## src/rtl/cpu_pkg.sv

```systemverilog
// Shared CPU definitions: branch condition codes, flag bit positions,
// register constants and the PC redirect controller state encoding.
package cpu_pkg;

   typedef enum logic [2:0] {
      COND_NE  = 3'b000,
      COND_EQ  = 3'b001,
      COND_GT  = 3'b010,
      COND_LT  = 3'b011,
      COND_GE  = 3'b100,
      COND_LE  = 3'b101,
      COND_OV  = 3'b110,
      COND_UNC = 3'b111
   } branch_cond_t;

   localparam int FLAG_Z = 2;
   localparam int FLAG_V = 1;
   localparam int FLAG_N = 0;

   localparam logic [3:0] SP_REG = 4'b1111;

   typedef enum logic [2:0] {
      ST_IDLE,
      ST_WAIT_FLAGS,
      ST_WAIT_SP,
      ST_EVAL,
      ST_REDIRECT
   } pc_redirect_state_t;

endpackage

```

## src/rtl/pc_redirect_ctrl_if.sv

```systemverilog
// Request/response bundle between the EX stage and the PC redirect
// controller. The master side raises requests and supplies operands,
// the slave side is the controller.
interface pc_redirect_ctrl_if;

   logic        branch;
   logic        call;
   logic        ret;
   logic [2:0]  branch_cond;
   logic [11:0] call_target;
   logic [15:0] sign_ext;
   logic [15:0] PC_in;
   logic        flags_busy;
   logic        alu_done;
   logic [2:0]  flags;
   logic        ret_wb;
   logic [15:0] PC_stack_pointer;

   logic        stall;
   logic        flush;
   logic        PC_src;
   logic [15:0] PC_update;
   logic        update_done;

   modport master (
      output branch, call, ret, branch_cond, call_target, sign_ext, PC_in,
             flags_busy, alu_done, flags, ret_wb, PC_stack_pointer,
      input  stall, flush, PC_src, PC_update, update_done
   );

   modport slave (
      input  branch, call, ret, branch_cond, call_target, sign_ext, PC_in,
             flags_busy, alu_done, flags, ret_wb, PC_stack_pointer,
      output stall, flush, PC_src, PC_update, update_done
   );

endinterface

```

## src/rtl/pc_redirect_ctrl_cond_eval.sv

```systemverilog
// Combinational branch condition evaluator: maps a condition code and the
// {Z,V,N} flag vector to a taken decision. Kept standalone so early-branch
// logic can reuse it.
module branch_cond_eval
   import cpu_pkg::*;
(
   input  branch_cond_t cond,
   input  logic [2:0]   flags,
   output logic         taken
);

   logic z_flag;
   logic v_flag;
   logic n_flag;

   assign z_flag = flags[FLAG_Z];
   assign v_flag = flags[FLAG_V];
   assign n_flag = flags[FLAG_N];

   // Decode the condition code against the current flags
   always_comb begin
      taken = 1'b0;
      case (cond)
         COND_NE:  taken = ~z_flag;
         COND_EQ:  taken = z_flag;
         COND_GT:  taken = ~z_flag & ~n_flag;
         COND_LT:  taken = n_flag;
         COND_GE:  taken = z_flag | ~n_flag;
         COND_LE:  taken = z_flag | n_flag;
         COND_OV:  taken = v_flag;
         COND_UNC: taken = 1'b1;
         default:  taken = 1'b0;
      endcase
   end

endmodule

```

## src/rtl/pc_redirect_ctrl.sv

```systemverilog
// PC redirect sequencer for the EX stage. Accepts one branch/call/ret at a
// time, waits for flags or the return address as needed, then issues a
// single redirect pulse followed by a FLUSH_CYCLES-long flush window.
module pc_redirect_ctrl
   import cpu_pkg::*;
#(
   parameter int FLUSH_CYCLES = 2
) (
   input  logic               clk,
   input  logic               rst,
   pc_redirect_ctrl_if.slave  bus
);

   localparam logic [2:0] FLUSH_LAST = 3'(FLUSH_CYCLES - 1);

   pc_redirect_state_t state_q, state_d;
   logic [2:0]         flush_cnt_q, flush_cnt_d;
   logic [15:0]        target_q, target_d;
   branch_cond_t       cond_q, cond_d;
   logic [15:0]        pc_update_q, pc_update_d;
   logic               taken;

   branch_cond_eval u_cond_eval (
      .cond  (cond_q),
      .flags (bus.flags),
      .taken (taken)
   );

   // State and datapath registers, cleared by synchronous reset
   always_ff @(posedge clk) begin
      if (rst) begin
         state_q     <= ST_IDLE;
         flush_cnt_q <= 3'd0;
         target_q    <= 16'd0;
         cond_q      <= COND_NE;
         pc_update_q <= 16'd0;
      end else begin
         state_q     <= state_d;
         flush_cnt_q <= flush_cnt_d;
         target_q    <= target_d;
         cond_q      <= cond_d;
         pc_update_q <= pc_update_d;
      end
   end

   // Next-state logic; PC_update is loaded only on entry to REDIRECT so it
   // holds the last redirect target at all other times
   always_comb begin
      state_d     = state_q;
      flush_cnt_d = flush_cnt_q;
      target_d    = target_q;
      cond_d      = cond_q;
      pc_update_d = pc_update_q;
      case (state_q)
         ST_IDLE: begin
            if (bus.ret) begin
               state_d = ST_WAIT_SP;
            end else if (bus.call) begin
               target_d    = {bus.PC_in[15:12], bus.call_target};
               pc_update_d = {bus.PC_in[15:12], bus.call_target};
               flush_cnt_d = 3'd0;
               state_d     = ST_REDIRECT;
            end else if (bus.branch) begin
               target_d = bus.PC_in + bus.sign_ext;
               cond_d   = branch_cond_t'(bus.branch_cond);
               state_d  = bus.flags_busy ? ST_WAIT_FLAGS : ST_EVAL;
            end
         end
         ST_WAIT_FLAGS: begin
            if (bus.alu_done) begin
               state_d = ST_EVAL;
            end
         end
         ST_WAIT_SP: begin
            if (bus.ret_wb) begin
               target_d    = bus.PC_stack_pointer;
               pc_update_d = bus.PC_stack_pointer;
               flush_cnt_d = 3'd0;
               state_d     = ST_REDIRECT;
            end
         end
         ST_EVAL: begin
            if (taken) begin
               pc_update_d = target_q;
               flush_cnt_d = 3'd0;
               state_d     = ST_REDIRECT;
            end else begin
               state_d = ST_IDLE;
            end
         end
         ST_REDIRECT: begin
            if (flush_cnt_q == FLUSH_LAST) begin
               flush_cnt_d = 3'd0;
               state_d     = ST_IDLE;
            end else begin
               flush_cnt_d = flush_cnt_q + 3'd1;
            end
         end
         default: begin
            state_d = ST_IDLE;
         end
      endcase
   end

   // Moore output decode plus the combinational stall that holds the
   // requester during its own acceptance cycle
   always_comb begin
      bus.stall       = (state_q != ST_IDLE) | bus.branch | bus.call | bus.ret;
      bus.flush       = 1'b0;
      bus.PC_src      = 1'b0;
      bus.update_done = 1'b0;
      bus.PC_update   = pc_update_q;
      case (state_q)
         ST_EVAL: begin
            bus.update_done = ~taken;
         end
         ST_REDIRECT: begin
            bus.flush = 1'b1;
            if (flush_cnt_q == 3'd0) begin
               bus.PC_src      = 1'b1;
               bus.update_done = 1'b1;
            end
         end
         default: begin
            bus.flush = 1'b0;
         end
      endcase
   end

endmodule
```

## src/flat_wrapper.sv

```systemverilog
// flat-port wrapper written by rule: the top's interface ports become plain ports
module pc_redirect_ctrl_flat import cpu_pkg::*;
#(
   parameter int FLUSH_CYCLES = 2
)
  (clk, rst, bus_branch, bus_call, bus_ret, bus_branch_cond, bus_call_target, bus_sign_ext, bus_PC_in, bus_flags_busy, bus_alu_done, bus_flags, bus_ret_wb, bus_PC_stack_pointer, bus_stall, bus_flush, bus_PC_src, bus_PC_update, bus_update_done);
  pc_redirect_ctrl_if bus_i ();
  input  logic clk;
  input  logic rst;
  input wire logic [$bits(bus_i.branch)-1:0] bus_branch;
  input wire logic [$bits(bus_i.call)-1:0] bus_call;
  input wire logic [$bits(bus_i.ret)-1:0] bus_ret;
  input wire logic [$bits(bus_i.branch_cond)-1:0] bus_branch_cond;
  input wire logic [$bits(bus_i.call_target)-1:0] bus_call_target;
  input wire logic [$bits(bus_i.sign_ext)-1:0] bus_sign_ext;
  input wire logic [$bits(bus_i.PC_in)-1:0] bus_PC_in;
  input wire logic [$bits(bus_i.flags_busy)-1:0] bus_flags_busy;
  input wire logic [$bits(bus_i.alu_done)-1:0] bus_alu_done;
  input wire logic [$bits(bus_i.flags)-1:0] bus_flags;
  input wire logic [$bits(bus_i.ret_wb)-1:0] bus_ret_wb;
  input wire logic [$bits(bus_i.PC_stack_pointer)-1:0] bus_PC_stack_pointer;
  output wire logic [$bits(bus_i.stall)-1:0] bus_stall;
  output wire logic [$bits(bus_i.flush)-1:0] bus_flush;
  output wire logic [$bits(bus_i.PC_src)-1:0] bus_PC_src;
  output wire logic [$bits(bus_i.PC_update)-1:0] bus_PC_update;
  output wire logic [$bits(bus_i.update_done)-1:0] bus_update_done;
  assign bus_i.branch = bus_branch;
  assign bus_i.call = bus_call;
  assign bus_i.ret = bus_ret;
  assign bus_i.branch_cond = bus_branch_cond;
  assign bus_i.call_target = bus_call_target;
  assign bus_i.sign_ext = bus_sign_ext;
  assign bus_i.PC_in = bus_PC_in;
  assign bus_i.flags_busy = bus_flags_busy;
  assign bus_i.alu_done = bus_alu_done;
  assign bus_i.flags = bus_flags;
  assign bus_i.ret_wb = bus_ret_wb;
  assign bus_i.PC_stack_pointer = bus_PC_stack_pointer;
  assign bus_stall = bus_i.stall;
  assign bus_flush = bus_i.flush;
  assign bus_PC_src = bus_i.PC_src;
  assign bus_PC_update = bus_i.PC_update;
  assign bus_update_done = bus_i.update_done;
  pc_redirect_ctrl #(.FLUSH_CYCLES(FLUSH_CYCLES)) u_core (.clk(clk), .rst(rst), .bus(bus_i));
endmodule
```

## config.mk

```make
export PLATFORM = sky130hd
export DESIGN_NAME = pc_redirect_ctrl_flat
export DESIGN_NICKNAME = d
export VERILOG_FILES = /design/src/rtl/cpu_pkg.sv /design/src/rtl/pc_redirect_ctrl_if.sv /design/src/rtl/pc_redirect_ctrl_cond_eval.sv /design/src/rtl/pc_redirect_ctrl.sv /design/src/flat_wrapper.sv
export SDC_FILE = /design/constraint.sdc
export NUM_CORES = 1
export LEC_CHECK = 0
export BUFFER_PORTS_ARGS = -buffer_cell sky130_fd_sc_hd__buf_2
export CAP_MARGIN = 10
export CORE_AREA = 3 3 95 97
export DETAILED_ROUTE_END_ITERATION = 6
export DIE_AREA = 0 0 98 100
export GPL_TIMING_DRIVEN = 0
export MAX_ROUTING_LAYER = met4
export PLACE_DENSITY = 0.65
export SYNTH_ARGS = -nofsm -noshare
export SYNTH_HDL_FRONTEND = slang
export SYNTH_SLANG_ARGS = --single-unit
```

## constraint.sdc

```tcl
create_clock -name clk -period 2.1 [get_ports clk]
set_clock_uncertainty 0.05 [all_clocks]
set_input_delay 0.21 -clock clk [delete_from_list [all_inputs] [get_ports clk]]
set_output_delay 0.21 -clock clk [all_outputs]
set_load 0.03 [all_outputs]
```

# --- Word-level counts from Yosys, hierarchy flattened ---
# Cells that the tools add are included.
classes:
  add_sub_neg: 2
  multipliers: 0
  div_mod_pow: 0
  order_cmp: 0
  eq_ne: 20
  shifts: 0
  n_mux: 29
  bitwise: 11
  n_reduce_logical: 12
op_table:
  columns: ["operator", "count"]
  rows:
  - ["16-bit two-way mux", 7]
  - ["16-bit one-hot mux with 3 select lines", 1]
  - ["3-bit two-way mux", 12]
  - ["16-bit one-hot mux with 2 select lines", 1]
  - ["16-bit adder", 1]
  - ["3-bit equality test (second input constant)", 5]
  - ["3-bit one-hot mux with 5 select lines", 1]
  - ["3-bit by 2-bit equality test with 1-bit output (second input constant)", 4]
  - ["3-bit one-hot mux with 4 select lines", 1]
  - ["4-bit AND reduction", 3]
  - ["5-bit AND reduction", 2]
  - ["3-bit by 1-bit equality test with 1-bit output (second input constant)", 3]
  - ["3-bit zero test", 3]
  - ["2-bit inequality test (second input constant)", 4]
  - ["1-bit one-hot mux with 8 select lines", 1]
  - ["3-bit nonzero test", 2]
  - ["1-bit inverter", 5]
  - ["1-bit bitwise OR", 5]
  - ["2-bit by 1-bit inequality test with 1-bit output (second input constant)", 2]
  - ["4-bit inequality test (second input constant)", 1]
  - ["4-bit nonzero test", 1]
  - ["3-bit by 1-bit adder with 3-bit output (second input constant)", 1]
  - ["1-bit two-way mux", 3]
  - ["3-bit inequality test (second input constant)", 1]
  - ["4 further kinds", 4]
totals:
  regBits: 41
  latchBits: 0
  ramBits: 0
  mem_bits_ro: 0
  inputBits: 74
  output_inout_bits: 20
  wordCells: 79
  n_memories: 0

# --- Depth between registers and ports, before layout ---
logic_depth:
  depth_word: 5
  depth_mapped: 9
  ltp_nobuf: 9

# --- Hierarchy ---
# From an unflattened synthesis, not the netlist that was laid out.
unflattened:
  cells_unflattened: 407
  hier_area_um2: 3155.5
by_module_without_submodules:
  columns: ["module", "n_inst", "cells_each", "area_per_inst_um2"]
  rows:
  - ["pc_redirect_ctrl", 1, 396, 3079.2]
  - ["branch_cond_eval", 1, 11, 76.3]

# --- Least setup slack after synthesis ---
# OpenSTA, ideal clock, no wires.
synth_path:
  kind: "flip-flop to output port"
  from: "register u_core.state_q[1]"
  to: "output port bus_update_done"
  t_arrival_ns: 2.072
  setup_slack_ns: -0.232
  path_stages_with_launch: 6
  path_buffers: 1
  path_cell_list: "dfxtp_1 -> buf_2 -> nor2_1 -> nand2_1 -> nor4_1 -> a31o_2"
synth_via:
  elab_chain_len: 2
  elab_cells_between_ends: 3
  classes_between: "eq/ne (2); mux (1)"
synth_rtl:
  columns: ["item", "line_no", "text"]
  rows:
  - ["start, declared", "pc_redirect_ctrl.sv:16", "pc_redirect_state_t state_q, state_d;"]
  - ["start signal, assigned", "pc_redirect_ctrl.sv:38", "state_q <= state_d;"]
  - ["3-bit equality test or 3-bit by 2-bit equality test with 1-bit output (tied branches)", "pc_redirect_ctrl.sv:113", "case (state_q)"]
  - ["1-bit one-hot mux with 2 select lines (*)", "pc_redirect_ctrl.sv:113", null]
  - ["end, declared", "flat_wrapper.sv:26", "output wire logic [$bits(bus_i.update_done)-1:0] bus_update_done;"]
# Every way passes the cells marked *; elsewhere a longest branch is shown, timed or not.

# --- Worst setup path after layout ---
layout_path:
  from: "register u_core.state_q[2]"
  to: "output port bus_update_done"
# The elaborated chain is that of the path after synthesis.

==> impl_metrics.csv <==
group,metric,value,unit
die,die_area,9800,sq um
power_and_ir_drop,vdd_drop_max,328,uV
timing,finalCritPeriodShare,97.6,%
grt,gr-total-overflow,0,
grt,antenna_found_initial,0,
die,core_area,8220,sq um
routing,routed.top_layer,"met4",
synthesis,ys_seq_area_share,25.0,%
clock_tree,cts_num_sinks,41,
synthesis,syn_nets,518,
timing,setup_violations,0,
routing,num_vias,3748,
routing,ant_nets,0,
worst_setup_path,crit_top_cell,"buf_2",
die,fp.dieH,100,microns
clock_tree,path_clk_slew,80,ps
clock_tree,htree_levels,2,
place,dpl_cell_area,3890,sq um
grt,grt_usage,23.4,%
grt,first_global_vias,3691,
layout,area_delta_synth_final,26.4,%
routing,drtIter0Drc,293,
worst_setup_path,arrival,1790,ps
clock_tree,clock_latency,300,ps
layout,final_common_cell,"buf_2",
die,start_util,39.9,%
place,dp_hpwl,8780,microns
routing,dr_wl_met2,5160,microns
timing,worst_slew_pin_slew,646,ps
synthesis,synthCells,428,
place,io_buffer_count,93,
layout,diodes,0,
layout,design_area,4140,sq um
worst_hold_path,whs_endpoint,"u_core.cond_q[1]",
die,dieWidth,98,microns
synthesis,dominantRegCellSynth,"dfxtp_1",
worst_setup_path,worst_r2r_endpoint,"u_core.target_q[11]",
worst_setup_path,cp_slowest_stage_delay,520,ps
clock_tree,clockBufferDepth,2,
worst_hold_path,min_path_type,"in2reg",
power_and_ir_drop,clockPowerShare,20.6,%
worst_setup_path,rrSetupSlack,80,ps
grt,grt_max_degree,13,
worst_hold_path,min_from,"bus_branch_cond[1]",
routing,via_per_inst,5.88,
routing,wl_met1,5010,microns
synthesis,synth_enable_flop_cells,0,
clock_tree,cts_root_buf,"clkbuf_8",
layout,fillCellCount,841,
routing,avgRoutedWirePerCell,17.7,microns
clock_tree,cts_tree,"done",
layout,nets,621,
timing,drv_slew,0,
place,placedCellCount,626,
power_and_ir_drop,switching_share,42.4,%
worst_setup_path,r2r_cells,7,
synthesis,avgSynthCellArea,7.66,sq um
worst_hold_path,min_path_cells,3,
grt,grt_pass1_wl,18100,microns
power_and_ir_drop,p_int,0.00190,W
timing,finalHoldViolations,0,
worst_setup_path,crit_slowest_cell,"dfxtp_1",
synthesis,synth-seq-cells,41,
routing,drt-pass1-iter-count,5,
timing,slew_headroom,57.0,%
power_and_ir_drop,power.density,797,nW/um^2
timing,rsz0062_at_grt,"yes",
outcome,status,"complete, no violations",
power_and_ir_drop,p_seq_share,30.5,%
worst_setup_path,crit_chain,"nor2b_1 -> buf_2 -> clkbuf_2 -> a31o_2 -> buf_2",
routing,routed_wl,11300,microns
timing,period_needed,2050,ps
die,io_pins,94,
synthesis,async_reset_ff_share,0,%
flow_run,maxCapViolCount,0,
worst_setup_path,critical_path_class,"reg2out",
clock_tree,cts_buffers,5,
power_and_ir_drop,combPwrFrac,48.9,%
power_and_ir_drop,p_switching,0.00140,W
layout,layout-drive-gt1-share,28.0,%
die,rows,33,
layout,post_layout_nonfiller_instances,637,
worst_setup_path,r2r_start,"u_core.state_q[2]",
worst_setup_path,worstPathRequired,1840,ps
timing,tns,0,ps
clock_tree,cts_hold_buf,0,
worst_setup_path,cp-end-kind,"output port",
routing,routed-wl-met3,904,microns
worst_setup_path,crit_fanout,10,
place,place_congestion,0.893,
timing,setup_ws,50.9,ps
timing,maxClockFrequency,488,MHz
layout,finish.utilization,50.4,%
synthesis,syn_area,3280,sq um
worst_setup_path,cp-start-kind,"flop",
layout,final_cell_mix,"buf_2, nand2_1, a21oi_1",
place,dp_slack,-386,ps
power_and_ir_drop,p_leak,1.69,nW
routing,drc_errors,0,
synthesis,ys_types,69,
synthesis,yosysWarnings,0,
-- layout make-up --
class                      instances  area (sq um)  share of cell area (%)
multi-input combinational        347          2370                    57.3
sequential                        41           823                    19.9
timing repair buffer              96           500                    12.1
buffer                            27           148                    3.56
tap                              105           131                    3.17
clock buffer                       7          86.3                    2.08
inverter                          13          48.8                    1.18
clock inverter                     1          30.0                   0.725
-- routing by layer --
metal	global-route usage, %	vias to the layer above
met3	3.27	20
met4	6.18	0
li1	-	1819
met1	31.0	1730
met2	37.7	179
met5	-	-
-- worst max-delay path, delay by kind of cell, from the launching register on --
family / cells / cell delay, ps
AO/OA/AOI/OAI: 1 / 300
buffers and inverters: 3 / 580
flip-flops: 1 / 520
AND/OR/NAND/NOR: 1 / 80
-- worst max path at each step --
stage | endpoint | slack, ps | start
after global placement | u_core.target_q[14] | -300 | bus_PC_in[0]
after floorplan | u_core.target_q[14] | 30 | bus_PC_in[0]
after global routing | u_core.target_q[7] | -3 | u_core.state_q[1]
after CTS | u_core.target_q[14] | -10 | bus_PC_in[0]
after detailed placement | u_core.target_q[14] | -390 | bus_PC_in[0]
final | bus_update_done | 50 | u_core.state_q[2]
-- power by group through the flow --
stage / sequential, W / combinational [W] / clock, W
finish: 0.00101 / 0.00161 / 0.000679
detailed placement: 0.00102 / 0.00151 / 0
global placement: 0.00101 / 0.00149 / 0
global route: 0.00102 / 0.00176 / 0.000703
CTS: 0.00100 / 0.00154 / 0.000673
floorplan: 0.00111 / 0.000960 / 0
-- Yosys cell counts, types with 2 or more instances --
master,number,area share [%]
nor4_1,3,0.57
nand3_1,9,1.4
nand2_1,52,6.0
a211o_1,2,0.53
nor2_1,29,3.3
buf_6,2,0.69
and3_1,7,1.3
o2111ai_1,18,4.8
a21oi_1,52,7.9
inv_1,12,1.4
mux2i_1,22,6.7
clkbuf_1,10,1.1
nor3_1,8,1.2
or3_1,4,0.76
o211ai_1,11,2.5
o41ai_2,2,0.99
xor2_1,3,0.80
dfxtp_1,41,25
nand4_1,3,0.57
and2_1,4,0.76
a221oi_1,2,0.53
ha_1,15,5.7
nor2b_1,9,1.7
xnor2_1,2,0.53
a21boi_0,3,0.69
o21a_1,7,1.6
nor3b_1,2,0.46
o21ai_0,22,3.4
a32o_1,2,0.61
buf_2,13,2.0
nand4b_1,2,0.53
a21o_1,3,0.69
nand2b_1,2,0.38
and2b_1,2,0.46
o21ai_1,14,2.1
-- logic make-up after synthesis --
family	synth area share, %
AO/OA/AOI/OAI	33.1
AND/OR/NAND/NOR	21.0
flip-flops	25.0
buffers and inverters	5.65
multiplexers	7.48
adder cells (fa/ha/maj)	6.34
XOR/XNOR	1.34
-- metrics by stage --
| stage | hold slack, ps | total power [W] |
|---|---|---|
| finish | 108 | 0.00330 |
| global route | 139 | 0.00349 |
| CTS | 105 | 0.00321 |
| detailed placement | 399 | 0.00253 |
| global placement | 392 | 0.00250 |
| floorplan | 307 | 0.00207 |
-- registers in the layout (all words and copies together), names as in the netlist --
register,count
u_core.target_q,16
u_core.state_q,3
u_core.flush_cnt_q,3
u_core.bus.PC_update,16
u_core.cond_q,3
-- timing repair --
item                                    in CTS  in global routing
buffers inserted                             0                  3
gates resized for setup                      6                 22
hold endpoints to repair                     0                  0
gates cloned                                 0                  0
pin swaps                                    0                  3
endpoints found under the setup margin       6                 21
(Power assumes the default switching activity.)
